==> src/rtl/fifo_ctrl_v3.sv <==
// Parametrised synchronous FIFO with occupancy count, programmable thresholds,
// selectable show-ahead or registered read, and sticky overflow/underflow flags.
module fifo_ctrl_v3 #(
    parameter int WIDTH     = 32,
    parameter int DEPTH     = 16,
    parameter int AF_THRESH = DEPTH - 2,
    parameter int AE_THRESH = 2,
    parameter bit FWFT      = 1'b1
) (
    input  logic                     clk,
    input  logic                     rst,
    input  logic [WIDTH-1:0]         data_in,
    input  logic                     enq,
    input  logic                     deq,
    input  logic                     clr_err,
    output logic [WIDTH-1:0]         data_out,
    output logic                     data_valid,
    output logic                     empty,
    output logic                     full,
    output logic                     almost_empty,
    output logic                     almost_full,
    output logic [$clog2(DEPTH):0]   count,
    output logic                     overflow,
    output logic                     underflow
);
    localparam int          AW     = $clog2(DEPTH);
    localparam int          PW     = AW + 1;
    localparam logic [31:0] AF_LIM = AF_THRESH;
    localparam logic [31:0] AE_LIM = AE_THRESH;

    logic [WIDTH-1:0] r_mem [DEPTH];
    logic [PW-1:0]    r_wr_ptr;
    logic [PW-1:0]    r_rd_ptr;
    logic [PW-1:0]    r_count;
    logic             r_overflow;
    logic             r_underflow;

    logic             w_full;
    logic             w_empty;
    logic             w_wr_en;
    logic             w_rd_en;
    logic [31:0]      w_count_ext;

    // Wrap bits differ with equal addresses means the writer has lapped the reader.
    assign w_full      = (r_wr_ptr[AW] != r_rd_ptr[AW]) &&
                         (r_wr_ptr[AW-1:0] == r_rd_ptr[AW-1:0]);
    assign w_empty     = (r_wr_ptr == r_rd_ptr);
    assign w_wr_en     = enq && !w_full;
    assign w_rd_en     = deq && !w_empty;
    assign w_count_ext = 32'(r_count);

    assign empty        = w_empty;
    assign full         = w_full;
    assign count        = r_count;
    assign almost_full  = (w_count_ext >= AF_LIM);
    assign almost_empty = (w_count_ext <= AE_LIM);
    assign overflow     = r_overflow;
    assign underflow    = r_underflow;

    // NOTE: storage has no reset; stale contents are unreachable because empty gates every read.
    always_ff @(posedge clk) begin
        if (w_wr_en && !rst)
            r_mem[r_wr_ptr[AW-1:0]] <= data_in;
    end

    // NOTE: non-blocking assignments keep every register sampling pre-edge values.
    always_ff @(posedge clk) begin
        if (rst) begin
            r_wr_ptr    <= '0;
            r_rd_ptr    <= '0;
            r_count     <= '0;
            r_overflow  <= 1'b0;
            r_underflow <= 1'b0;
        end else begin
            if (w_wr_en)
                r_wr_ptr <= r_wr_ptr + PW'(1);
            if (w_rd_en)
                r_rd_ptr <= r_rd_ptr + PW'(1);

            case ({w_wr_en, w_rd_en})
                2'b10:   r_count <= r_count + PW'(1);
                2'b01:   r_count <= r_count - PW'(1);
                default: r_count <= r_count;
            endcase

            if (enq && w_full)
                r_overflow <= 1'b1;
            else if (clr_err)
                r_overflow <= 1'b0;

            if (deq && w_empty)
                r_underflow <= 1'b1;
            else if (clr_err)
                r_underflow <= 1'b0;
        end
    end

    generate
        if (FWFT) begin : g_show_ahead
            assign data_out   = r_mem[r_rd_ptr[AW-1:0]];
            assign data_valid = !w_empty;
        end else begin : g_registered
            logic [WIDTH-1:0] r_data_out;
            logic             r_data_valid;

            always_ff @(posedge clk) begin
                if (rst) begin
                    r_data_out   <= '0;
                    r_data_valid <= 1'b0;
                end else if (w_rd_en) begin
                    r_data_out   <= r_mem[r_rd_ptr[AW-1:0]];
                    r_data_valid <= 1'b1;
                end else begin
                    r_data_valid <= 1'b0;
                end
            end

            assign data_out   = r_data_out;
            assign data_valid = r_data_valid;
        end
    endgenerate

endmodule

==> config.mk <==
export PLATFORM = sky130hd
export DESIGN_NAME = fifo_ctrl_v3
export DESIGN_NICKNAME = d
export VERILOG_FILES = /design/src/rtl/fifo_ctrl_v3.sv
export SDC_FILE = /design/constraint.sdc
export NUM_CORES = 1
export LEC_CHECK = 0
export ABC_AREA = 1
export BUFFER_PORTS_ARGS = -buffer_cell sky130_fd_sc_hd__clkbuf_2
export CAP_MARGIN = 10
export CORE_ASPECT_RATIO = 1.5
export CORE_UTILIZATION = 55
export CTS_CLUSTER_DIAMETER = 100
export DETAILED_ROUTE_END_ITERATION = 10
export PLACE_DENSITY_LB_ADDON = 0.1
export SLEW_MARGIN = 20
export SYNTH_ARGS = -nofsm -noshare
export SYNTH_HDL_FRONTEND = slang
export SYNTH_SLANG_ARGS = --single-unit
==> constraint.sdc <==
create_clock -name clk -period 4.7 [get_ports clk]
set_input_delay 0 -clock clk [delete_from_list [all_inputs] [get_ports clk]]
set_output_delay 0 -clock clk [all_outputs]
set_load 0.02 [all_outputs]
Word level (Yosys, flattened, before mapping)
Memory sizes are Yosys's and may differ from the RTL's. A register that Yosys moved wholly into a read port is not among the register bits.
Index checks and enable logic that the tools add are counted.
Storage, ports and cells
  logic and storage cells: 37
  output and inout bits: 44
  input bits: 37
  memories kept: 1
  memory bits (read-only): 0
  bits in registers: 17
  bits in latches: 0
  memory bits (writable): 512
Cells by class
  $add $sub $neg: 4
  muxes and demuxes: 8
  multipliers: 0
  magnitude comparators: 2
  equality and inequality tests: 5
  shift operators: 0
  reduce and logical (&&, ||, !) cells: 12
  bitwise gates (word level): 0
  divide/modulo/power cells: 0
Memory list
  r_mem: depth 16, bits a word 32, read ports 1, clocked after Yosys merged registers in 1, wr ports 1, line 31  | logic [WIDTH-1:0] r_mem [DEPTH];
Operators with widths (count)
  $add A5 B1 Y5 const B: 3
  $pmux W5 S2: 1
  $mux W4: 2
  $logic_and A1 B1 Y1: 6
  $reduce_bool A2 Y1: 3
  $eq A5 B5 Y1: 1
  $ge A5 B4 Y1 const B: 1
  $le A5 B2 Y1 const B: 1
  $mux W1: 5
  $sub A5 B1 Y5 const B: 1
  $eq A4 B4 Y1: 1
  $logic_not A1 Y1: 3
  $eq A2 B1 Y1 const B: 1
  $eq A2 B2 Y1 const B: 1
  $ne A1 B1 Y1: 1

Depth between registers and ports, before layout
Gate-level depths: netlist (run 1).
  depth after elaboration: 7
  gate-level depth with buffers: 19
  depth with buffers taken out: 18

Worst setup path before layout (run 1)
OpenSTA, ideal clock, no wires.
  kind: register to register
  from: reg r_wr_ptr[1]
  to: mem r_mem[3][0], enable pin
  arrival time: 3290 ps
  setup slack: 949 ps
  period minus slack after synthesis: 3751 ps
  data required time: 4239 ps
  library setup time: 461 ps
  cell stages (with the launch flop): 10
  path buffers: 0
  cell sequence: dfxtp_1 inv_1 nand2_1 nand2_1 nor2_4 nand3_2 nand2_4 nor2_1 inv_1 nor3_1
Between the ends
  word-level cells in the longest chain between the ends: 7
Ends and longest elaborated chain
  start, declared: line 32  | logic [PW-1:0] r_wr_ptr;
  start signal, assigned: line 76  | r_wr_ptr <= r_wr_ptr + PW'(1);
  $eq A4 B4 Y1: line 46  | (r_wr_ptr[AW-1:0] == r_rd_ptr[AW-1:0]);
  $logic_and A1 B1 Y1: line 45  | assign w_full = (r_wr_ptr[AW] != r_rd_ptr[AW]) &&
  $logic_not A1 Y1: line 48  | assign w_wr_en = enq && !w_full;
  $logic_and A1 B1 Y1: line 48
  $logic_and A1 B1 Y1: line 62  | if (w_wr_en && !rst)
  $mux W1: line 62
  $mux W1 (not written as such): line 63  | r_mem[r_wr_ptr[AW-1:0]] <= data_in;
  end, declared: line 31
Several ways; a longest one is shown, not always the timed one.

==> qor.yml, run 1 <==
outcome:
  outcome: "completed"
timing:
  finalSetupViolCount: 0
  hold_viol: 0
  fmax_mhz: 324
  grt_setup_unrepaired: "false"
  fin_skew_ns: 0.0146
  fin_hold_ws_ns: 0.262
  final.setup.tns_ns: 0
  slew_headroom: 0.244
  worst_slew_pin_slew_ns: 1.13
  finalMaxSlewViolations: 0
  minimum_clock_period_after_layout_ns: 3.09
  layout_worst_path_cycle_share: 0.658
placement:
  finalWeightedCongestion: 0.827
  dp.final_hpwl_mm: 28.1
  placement.io_buffers: 80
global_routing:
  first_global_vias: 12484
  grt_max_degree: 119
  grt_first_pass_wirelength_mm: 73.5
  grt_usage: 0.248
  grt_antenna_before_repair: 0
  grt.overflow.total: 0
synthesis:
  syn_nets: 1570
  syn_area_sq_um: 21600
  synth_seq_cells: 533
  synth.top_cells.by_count: "512 x edfxtp_1, 157 x o21ai_0, 156 x inv_1, 135 x a21oi_1"
  yosys_most_used_dff: "edfxtp_1"
  syn-instance-count: 1526
  synth_warnings: 0
  post-synth-top-area-cell: "edfxtp_1"
  synth_sequential_area_ratio: 0.731
  synth.avg_cell_area_sq_um: 14.2
  synth_async_sr_flop_share: 0
  yosys.area.top_type_share: 0.712
  synth_edf_count: 512
  post_synth_num_cell_types: 37
  synth.most_common_cell: "edfxtp_1"
  ys_top_cells_by_area: "edfxtp_1 71%, mux2i_1 5.9%, o211ai_1 4.5%, o21ai_0 3.6%, a21oi_1 3.1%"
worst_hold_path:
  hold_path_class: "primary input to register"
clock_network:
  clock_network_latency_to_the_later_pin_of_the_worst_skew_pair_ns: 0.57
  clock_tree.htree_level_count: 2
  cts_setup_buffers: 0
  hold_buffers_post_cts: 37
  clkSlewWorstSetupHoldPaths_ns: 0.06
  tritoncts_num_sinks: 533
  cts_inserted_buffers: 48
  tritoncts: "built"
  cts.path.max_buffers: 3
  cts.repair.resized: 0
  root_buffer: "clkbuf_16"
drt:
  drcViolationCount: 0
  wirelength_mm: 48.5
  routed-via-count: 12534
  initial_drt_markers: 1041
  drtAntennaViolNets: 0
  detailedRoute.firstPassIterationCount: 5
  routed_via_density: 5.81
  routed_wire_length_per_instance_microns: 22.5
final_layout:
  layout.nets: 1669
  layout-drive-gt1-share: 0.128
  area_delta_synth_final_pct: 14.0
  antennaDiodeCount: 0
floorplan:
  floorplan.core_area_sq_um: 38500
  number_of_top_level_pins: 81
  placement_rows: 88
  die-height_microns: 245
  die_width_microns: 164
  floorplan.die_area_sq_um: 40100
  initial_utilization: 0.560
power:
  clk_network_pwr_share: 0.367
  vdd.ir_drop.worst_mv: 0.321
  netSwitchingFraction: 0.246
  combinational_power_share: 0.126
  power_density_nw_per_um2: 427
  power.leakage_uw: 0.00835
  pwr-share-seq: 0.507
  internal-power_uw: 7910
  p_sw_uw: 2590
setup_path:
  crit_path_end_kind: "output port"
  worstReg2RegEnd: "r_mem[9][9]"
  critical_path.max_fanout: 95
  critical_path_class: "register to output port"
  worst_r2r_startpoint: "r_wr_ptr[1]"
  reg2regPathDepth: 9
  cp.arrival_ns: 3.09
  cp-start-kind: "register"
  r2r_setup_slack_ns: 1.93
  worst_ep_required_time_ns: 4.70
  critical_path.endpoint: "data_out[24]"
run:
  max_cap_violations: 0
-- registers in the layout (all words and copies together), names as in the netlist, named ones only --
register,flops
underflow,1
r_rd_ptr,5
r_mem,512
overflow,1
r_wr_ptr,5
count,5
-- layer usage --
metal / vias to the layer above / global-route usage / part of all wire / routed length (microns)
met2: 325 / 0.437 / 0.52 / 25500
met5: - / 0 / 0 / 0
met4: 0 / 0.0956 / 0.034 / 1630
met1: 6241 / 0.309 / 0.40 / 19400
li1: 5876 / - / - / -
met3: 92 / 0.0328 / 0.041 / 1990
-- final cells by class --
type | instances | area (sq um)
well taps | 495 | 619
fillers | 2882 | 13900
repair buffers | 143 | 1200
inverters | 160 | 606
flip-flops and latches | 533 | 15800
clock buffers | 66 | 1300
multi-input cells | 739 | 4860
clock inverters | 21 | 230
-- stage by stage --
stage                     power [uW]  utilization  instance area [sq um]  std cells  worst slack, ns
after detailed placement        6730        0.587                  22600       2029             1.85
after floorplan                 6310            -                  21600       1526            0.949
after CTS                      10600        0.636                  24500       2153             1.63
after global routing           10900        0.639                  24600       2157             1.48
final                          10500        0.639                  24600       2157             1.61
after global placement          6720        0.582                  22400       2022             1.91
-- critical path: stages (launching register included) --
cell and delay (ns):
dfxtp_4 0.46, inv_4 0.81, buf_4 0.53, o21ai_0 0.18, o211ai_1 0.19, nand2_1 0.11, clkbuf_2 0.17
-- worst min-delay path by stage --
stage	startpoint	to	cells past startpoint
6_report	clr_err	underflow	5
2_1_floorplan	data_in[0]	r_mem[0][0]	0
4_1_cts	clr_err	underflow	5
3_5_place_dp	clr_err	overflow	4
5_1_grt	clr_err	underflow	5
3_3_place_gp	clr_err	overflow	4
-- cells in the final DEF, fill, tap and decap left out, types with 8 or more instances in the layout --
cell and n:
inv_1 153, clkbuf_16 49, buf_16 8, edfxtp_1 512
nand2_1 68, o211ai_1 128, nor2_1 16, dfxtp_1 17
clkbuf_1 16, clkbuf_2 80, a21oi_1 135, mux2i_1 128
dlygate4sd3_1 37, nor2_4 15, o21ai_0 157, buf_4 12
nand3_1 45
-- power groups by stage --
stage | Sequential (uW) | Clock (uW) | Combinational [uW]
after global routing | 5330 | 4090 | 1460
after global placement | 5420 | 0 | 1300
final | 5320 | 3860 | 1330
after CTS | 5320 | 3920 | 1340
after detailed placement | 5420 | 0 | 1310
after floorplan | 5400 | 0 | 916
-- cells by family after synthesis --
| group | share of synthesized area |
|---|---|
| and+or+nand+nor | 0.0389 |
| AOI/OAI and AO/OA | 0.115 |
| DFF | 0.731 |
| buffers and inverters | 0.0488 |
| xor gates and xnor gates | 0.00278 |
| adders and majority gates | 0.00406 |
| muxes | 0.0593 |
(Power assumes the default switching activity.)
==> inputs of run 2 (changes only) <==
Settings changed: ABC_AREA 1 to 0.
Clock period 4.7 ns to 2.6 ns, I/O delays scaled along.
==> run 2 against run 1 <==
  * The flow now finishes with violations (setup timing)
  * Sequential power up 81%
  * Worst setup slack worse by 1.7 ns
  * Area after synthesis is 5.1% lower
  * Critical path depth is 5 higher
  * First-iteration DRC count fell by 40%
  * Critical path type is now register to register
  * Critical endpoint is now count[2]
  * Largest cell class unchanged
==> qor.yml, run 2 <==
outcome:
  outcome: "finished, violations left"
  violations: "setup timing"
global_routing:
  grt_max_degree: 89  # -25%
  first_global_vias: 10379  # -17%
  grt.overflow.total: 0  # unchanged
  grt_antenna_before_repair: 0  # unchanged
  grt_usage: 0.233  # -0.0154
  grt_first_pass_wirelength_mm: 63.7  # -13%
setup_path:
  worst_r2r_startpoint: "r_rd_ptr[0]"
  critical_path.max_fanout: 3  # -97%
  critical_path_class: "register to register"
  r2r_setup_slack_ns: -0.04  # -1.97 ns
  cp.arrival_ns: 3.14  # +0.05 ns
  cp-start-kind: "register"
  worst_ep_required_time_ns: 3.09  # -1.61 ns
  reg2regPathDepth: 11  # +2
  worstReg2RegEnd: "count[2]"
  crit_path_end_kind: "register"
final_layout:
  finish.utilization: 0.669  # +0.0301
  finish.cell_count_without_fillers: 1592  # -26%
  layout_common_cells: "512 x edfxtp_1, 160 x mux4_2, 75 x clkbuf_2"
  layout.nets: 1114  # -33%
  fillerInstances: 2336  # -19%
  fin_area_sq_um: 24500  # -0.29%
  layout-drive-gt1-share: 0.388  # +0.261
  area_delta_synth_final_pct: 19.8
  antennaDiodeCount: 0  # unchanged
  multi_input_area_sq_um: 4700  # -3.2%
  mostFrequentLayoutCell: "edfxtp_1"
  ff_latch_area_sq_um: 15800  # about the same
  largest_reg_flops: 512  # unchanged
synthesis:
  syn_area_sq_um: 20500  # -5.1%
  ys_top_cells_by_area: "edfxtp_1 75%, mux4_2 18%, dfxtp_1 2.1%, nor2_1 0.64%, xor2_1 0.51%"
  syn_nets: 916  # -42%
  synth.mux.area_fraction: 0.178  # +0.119
  fraction_of_the_mapped_netlist_area_in_compound_gates: 0.00824  # -0.106
  yosys.area.top_type_share: 0.750  # +0.0382
  synth_top_family_by_area: "multiplexers"
  synth_adder_area_share: 0.00427  # +0.000217
  synth_seq_cells: 533  # unchanged
  post_synth_num_cell_types: 45  # +22%
  post_synth_and_or_nand_nor_area_fraction: 0.0198  # -0.0191
  synth-xor-area-share: 0.00806  # +0.00528
  synth_async_sr_flop_share: 0  # unchanged
  synth.most_common_cell: "edfxtp_1"
  synth.top_cells.by_count: "512 x edfxtp_1, 160 x mux4_2, 35 x nor2_1, 25 x clkbuf_1, 21 x dfxtp_1"
  syn-instance-count: 872  # -43%
  synth_warnings: 0  # unchanged
  synth_sequential_area_ratio: 0.771  # +0.0392
  post-synth-top-area-cell: "edfxtp_1"
  yosys_most_used_dff: "edfxtp_1"
  synth_edf_count: 512  # unchanged
  synth.avg_cell_area_sq_um: 23.5  # +66%
floorplan:
  floorplan.die_area_sq_um: 38100  # -5.0%
  die_width_microns: 160  # -2.5%
  placement_rows: 86  # -2.3%
  die-height_microns: 238  # -2.6%
  number_of_top_level_pins: 81  # unchanged
  initial_utilization: 0.559  # -0.00178
  floorplan.core_area_sq_um: 36700  # -4.8%
placement:
  detailed_place.area_sq_um: 22200  # -1.9%
  post-place-cells: 1449  # -29%
  dp.final_hpwl_mm: 23.8  # -16%
  finalWeightedCongestion: 0.776  # -6.1%
  placement.io_buffers: 80  # unchanged
timing:
  worst_slack_ns: -0.0419  # -1.65 ns
  grt_setup_unrepaired: "true"
  hold_viol: 0  # unchanged
  finalMaxSlewViolations: 0  # unchanged
  fin_hold_ws_ns: 0.268  # +0.00594 ns
  slew_headroom: 0.594  # +0.350
  worst_slew_pin_slew_ns: 0.610  # -0.522 ns
  final.setup.tns_ns: -0.0419  # -0.0419 ns
  fmax_mhz: 379
  finalSetupViolCount: 1  # +1
  fin_skew_ns: 0.0166  # +0.00201 ns
  minimum_clock_period_after_layout_ns: 2.64
  layout_worst_path_cycle_share: 1.02
drt:
  detailedRoute.firstPassIterationCount: 4  # -1
  wirelength_mm: 42.9  # -12%
  routed_via_density: 6.02  # +3.6%
  routed-via-count: 9581  # -24%
  drtAntennaViolNets: 0  # unchanged
  drcViolationCount: 0  # unchanged
  initial_drt_markers: 627  # -40%
  routed_wire_length_per_instance_microns: 26.9  # +20%
run:
  max_cap_violations: 0  # unchanged
power:
  vdd.ir_drop.worst_mv: 0.765  # +140%
  power_density_nw_per_um2: 802  # +88%
  power.leakage_uw: 0.00776  # -7.1%
clock_network:
  tritoncts_num_sinks: 533  # unchanged
  root_buffer: "clkbuf_16"
  cts_inserted_buffers: 47  # -2.1%
  clkSlewWorstSetupHoldPaths_ns: 0.07  # about the same
  tritoncts: "built"
  cts.path.max_buffers: 3  # unchanged
  clock_network_latency_to_the_later_pin_of_the_worst_skew_pair_ns: 0.56  # about the same
  clock_tree.htree_level_count: 2  # unchanged
worst_hold_path:
  hold_depth: 3  # -2
  hold_start: "rst"
  hold_path_class: "primary input to register"
-- run 2: how the worst max path moves through the flow --
stage / from / end / slack, ns
2_1_floorplan: r_rd_ptr[0] / count[2] / -0.20
3_3_place_gp: r_rd_ptr[0] / count[2] / 0.03
3_5_place_dp: r_rd_ptr[0] / count[2] / -0.07
4_1_cts: register / data_out[13] / -0.02
5_1_grt: r_rd_ptr[0] / count[2] / -0.16
6_report: r_rd_ptr[0] / count[2] / -0.04
-- run 2: worst max-delay path, stage by stage, from the launching register on --
cell	delay (ns)
dfxtp_4	0.36
xor2_2	0.19
nor4_4	0.41
a21boi_2	0.14
ha_4	0.20
xor2_4	0.16
ha_4	0.19
a31oi_2	0.18
mux2i_2	0.12
xnor2_1	0.16
or3_1	0.34
a21oi_2	0.13
-- run 2: kinds of logic after synthesis --
group,count (synthesis)
flip-flops,533
multiplexers,164
AND/OR/NAND/NOR,80
buffers and inverters,48
AO/OA/AOI/OAI,22
XOR/XNOR,18
adder cells (fa/ha/maj),7
-- run 2: per-stage QoR --
step / power [uW] / setup slack [ns]
finish: 19700 / -0.0419
global route: 20400 / -0.160
CTS: 19700 / -0.0168
detailed placement: 12400 / -0.0702
global placement: 12400 / 0.0347
floorplan: 11700 / -0.204
-- run 2: layout make-up --
cell class	instances	area share
clock inverters	32	0.0134
clock buffers	55	0.0500
flip-flops and latches	533	0.644
repair buffers	193	0.0755
well taps	484	0.0247
inverters	4	0.000714
multi-input cells	291	0.191
-- run 2: per-layer routing --
layer  track usage  wire, microns
met1         0.282          16000
met2         0.422          23400
met3        0.0348           2140
met5             0              0
met4        0.0871           1320
-- run 2: what timing repair did --
action	4_1_cts	5_1_grt
hold buffers	36	0
pin swaps	2	4
resized for setup	17	16
setup endpoints to repair	32	20
cloned	4	4
setup buffers	9	3
hold endpoints to repair	530	0
-- run 2: power by group --
part | switching (uW) | internal (uW) | leakage [uW] | total (uW)
Combinational | 1440 | 1640 | 0.00222 | 3080
Clock | 2980 | 3990 | 0.000750 | 6980
Sequential | 121 | 9510 | 0.00479 | 9630
Total | 4550 | 15100 | 0.00776 | 19700
==> inputs of run 3 (changes only) <==
Settings changed: CORE_ASPECT_RATIO 1.5 to not set, GPL_TIMING_DRIVEN set to 0.
==> run 3 against run 2 <==
  * The flow still finishes with violations (setup timing)
  * Via count rose by 5.7%
  * Count of clock-buffer cells in the layout rose by 8
  * Worst setup slack improved by 0.0046 ns
  * Worst hold slack got worse by 0.21 ns
==> qor.yml, run 3 (synthesized netlist as in run 2, its figures left out) <==
placement:
  placement.io_buffers: 80  # unchanged
  post-place-cells: 1455  # +0.41%
  finalWeightedCongestion: 0.725  # -6.6%
  detailedPlace.worstSlack_ns: -0.595  # -0.525 ns
  dp.final_hpwl_mm: 27.5  # +16%
setup_path:
  reg2regPathDepth: 12  # +1
  slowest_stage_cell_on_the_critical_path: "mux4_2"
  worst_r2r_startpoint: "r_rd_ptr[0]"
  cpMostUsedCell: "mux4_2"
  r2r_setup_slack_ns: -0.03  # about the same
  logic_depth_of_the_worst_setup_path_including_buffers: 6  # -5
  timing.critical_path.buf_inv: 4  # +4
  critical_path.endpoint: "data_out[29]"
  worst_ep_required_time_ns: 2.60  # -0.49 ns
  cp-start-kind: "register"
  worstReg2RegEnd: "count[2]"
  cp.arrival_ns: 2.64  # -0.50 ns
  crit_path_end_kind: "output port"
  cpPeakStageDelay_ns: 0.50  # +0.09 ns
  critical_path.max_fanout: 5  # +2
  critical_path_class: "register to output port"
  cp_cell_sequence: "clkbuf_16, buf_12, buf_16, mux4_2, mux4_2, buf_6"
  critical-path-top-delay-family: "multiplexers"
floorplan:
  number_of_top_level_pins: 81  # unchanged
  placement_rows: 70  # -19%
  initial_utilization: 0.560  # +0.00126
  die_width_microns: 195  # +22%
  floorplan.die_area_sq_um: 38000  # about the same
  die-height_microns: 195  # -18%
  floorplan.core_area_sq_um: 36600  # -0.23%
outcome:
  violations: "setup timing"
  outcome: "finished, violations left"
power:
  post-layout-total-power_uw: 20800  # +5.4%
  netSwitchingFraction: 0.236  # +0.00517
  vdd.ir_drop.worst_mv: 0.720  # -5.8%
  p_sw_uw: 4900  # +7.8%
  clk_network_pwr_share: 0.355  # about the same
  internal-power_uw: 15900  # +4.7%
  power.leakage_uw: 0.00831  # +7.1%
  combinational_power_share: 0.182  # +0.025
  pwr-share-seq: 0.463  # -0.026
  power_density_nw_per_um2: 807  # +0.54%
clock_network:
  clock_network_latency_to_the_later_pin_of_the_worst_skew_pair_ns: 0.59  # +0.03 ns
  tritoncts_num_sinks: 533  # unchanged
  root_buffer: "clkbuf_16"
  tritoncts: "built"
  cts_inserted_buffers: 53  # +13%
  cts.path.max_buffers: 3  # unchanged
  clock_tree.htree_level_count: 2  # unchanged
  clkSlewWorstSetupHoldPaths_ns: 0.06  # about the same
drt:
  routed_via_density: 6.17  # +2.6%
  wirelength_mm: 46.9  # +9.4%
  drcViolationCount: 0  # unchanged
  routed_wire_length_per_instance_microns: 28.6  # +6.1%
  initial_drt_markers: 1043  # +66%
  detailedRoute.firstPassIterationCount: 5  # +1
  drtAntennaViolNets: 0  # unchanged
  routed-via-count: 10130  # +5.7%
timing:
  finalMaxSlewViolations: 0  # unchanged
  final.setup.tns_ns: -0.312  # -0.270 ns
  fin_skew_ns: 0.0122  # -0.00440 ns
  slew_headroom: 0.448  # -0.145
  fin_hold_ws_ns: 0.0606  # -0.207 ns
  worst_slew_pin_slew_ns: 0.827  # +0.218 ns
  hold_viol: 0  # unchanged
  finalSetupViolCount: 15  # +14
  grt_setup_unrepaired: "true"
  worst_slack_ns: -0.0374  # +0.00456 ns
  fmax_mhz: 379  # +0.17%
  layout_worst_path_cycle_share: 1.01  # -0.00175
  minimum_clock_period_after_layout_ns: 2.64  # -0.00456 ns
run:
  max_cap_violations: 0  # unchanged
final_layout:
  layout-drive-gt1-share: 0.409  # +0.0211
  finish.cell_count_without_fillers: 1641  # +3.1%
  area_delta_synth_final_pct: 25.6
  antennaDiodeCount: 0  # unchanged
  layout.nets: 1175  # +5.5%
  largest_reg_flops: 512  # unchanged
  fillerInstances: 2218  # -5.1%
  layout_common_cells: "512 x edfxtp_1, 160 x mux4_2, 59 x clkbuf_16"
  mostFrequentLayoutCell: "edfxtp_1"
global_routing:
  grt_antenna_before_repair: 0  # unchanged
  grt.overflow.total: 0  # unchanged
  grt_first_pass_wirelength_mm: 68.8  # +8.0%
  first_global_vias: 10448  # +0.66%
  grt_max_degree: 18  # -80%
  grt_usage: 0.256  # +0.0231
worst_hold_path:
  hold_path_class: "primary input to register"
[run 3: what timing repair did]
item	4_1_cts	5_1_grt
hold endpoints to repair	516	0
cloned	12	2
pin swaps	22	7
resized for setup	143	88
setup endpoints to repair	296	99
buffers inserted	36	8
hold buffers	37	0
[run 3: through the flow]
stage / util / instance area (sq um)
2_1_floorplan: - / 20600
3_5_place_dp: 0.610 / 22300
3_3_place_gp: 0.590 / 21600
4_1_cts: 0.699 / 25600
5_1_grt: 0.703 / 25700
6_report: 0.703 / 25700
[run 3: worst reg2reg max path, cell delays in order (launching register included)]
cell and delay, ns:
dfxtp_4 0.36, xor2_2 0.18, nor4_4 0.33, buf_4 0.18, a21boi_4 0.06, ha_4 0.19
xor2_4 0.16, ha_4 0.18, a31oi_1 0.19, mux2i_2 0.12, xnor2_1 0.15, or3_1 0.33
a21oi_2 0.12
[run 3: area by class of cell]
| class | count | area (sq um) | area share |
|---|---|---|---|
| plain buffers | 44 | 597 | 0.0232 |
| multi-input cells | 291 | 4730 | 0.184 |
| repair buffers | 204 | 2330 | 0.0907 |
| clock inverters | 34 | 263 | 0.0102 |
| inverters | 4 | 17.5 | 0.000681 |
| flip-flops and latches | 533 | 15800 | 0.614 |
| clock buffers | 63 | 1410 | 0.0546 |
| well taps | 468 | 586 | 0.0228 |
[run 3: worst min-delay path by stage]
| stage | start | endpoint | cells past startpoint |
|---|---|---|---|
| 6_report | deq | count[3] | 5 |
| 5_1_grt | deq | count[3] | 5 |
| 4_1_cts | deq | count[3] | 5 |
| 3_5_place_dp | enq | overflow | 3 |
| 3_3_place_gp | enq | overflow | 3 |
| 2_1_floorplan | data_in[0] | r_mem[0][0] | 0 |
[run 3: routing by layer]
| layer | track usage | share of wire |
|---|---|---|
| met1 | 0.367 | 0.41 |
| met5 | 0 | 0 |
| met3 | 0.0451 | 0.066 |
| met4 | 0.0677 | 0.021 |
| met2 | 0.414 | 0.50 |
[run 3: power groups by stage]
stage,Clock [uW],Sequential (uW),Combinational [uW]
2_1_floorplan,0,9780,1870
3_3_place_gp,0,9760,2670
3_5_place_dp,0,9760,2720
4_1_cts,7460,9610,3710
5_1_grt,7800,9620,4010
6_report,7360,9610,3780
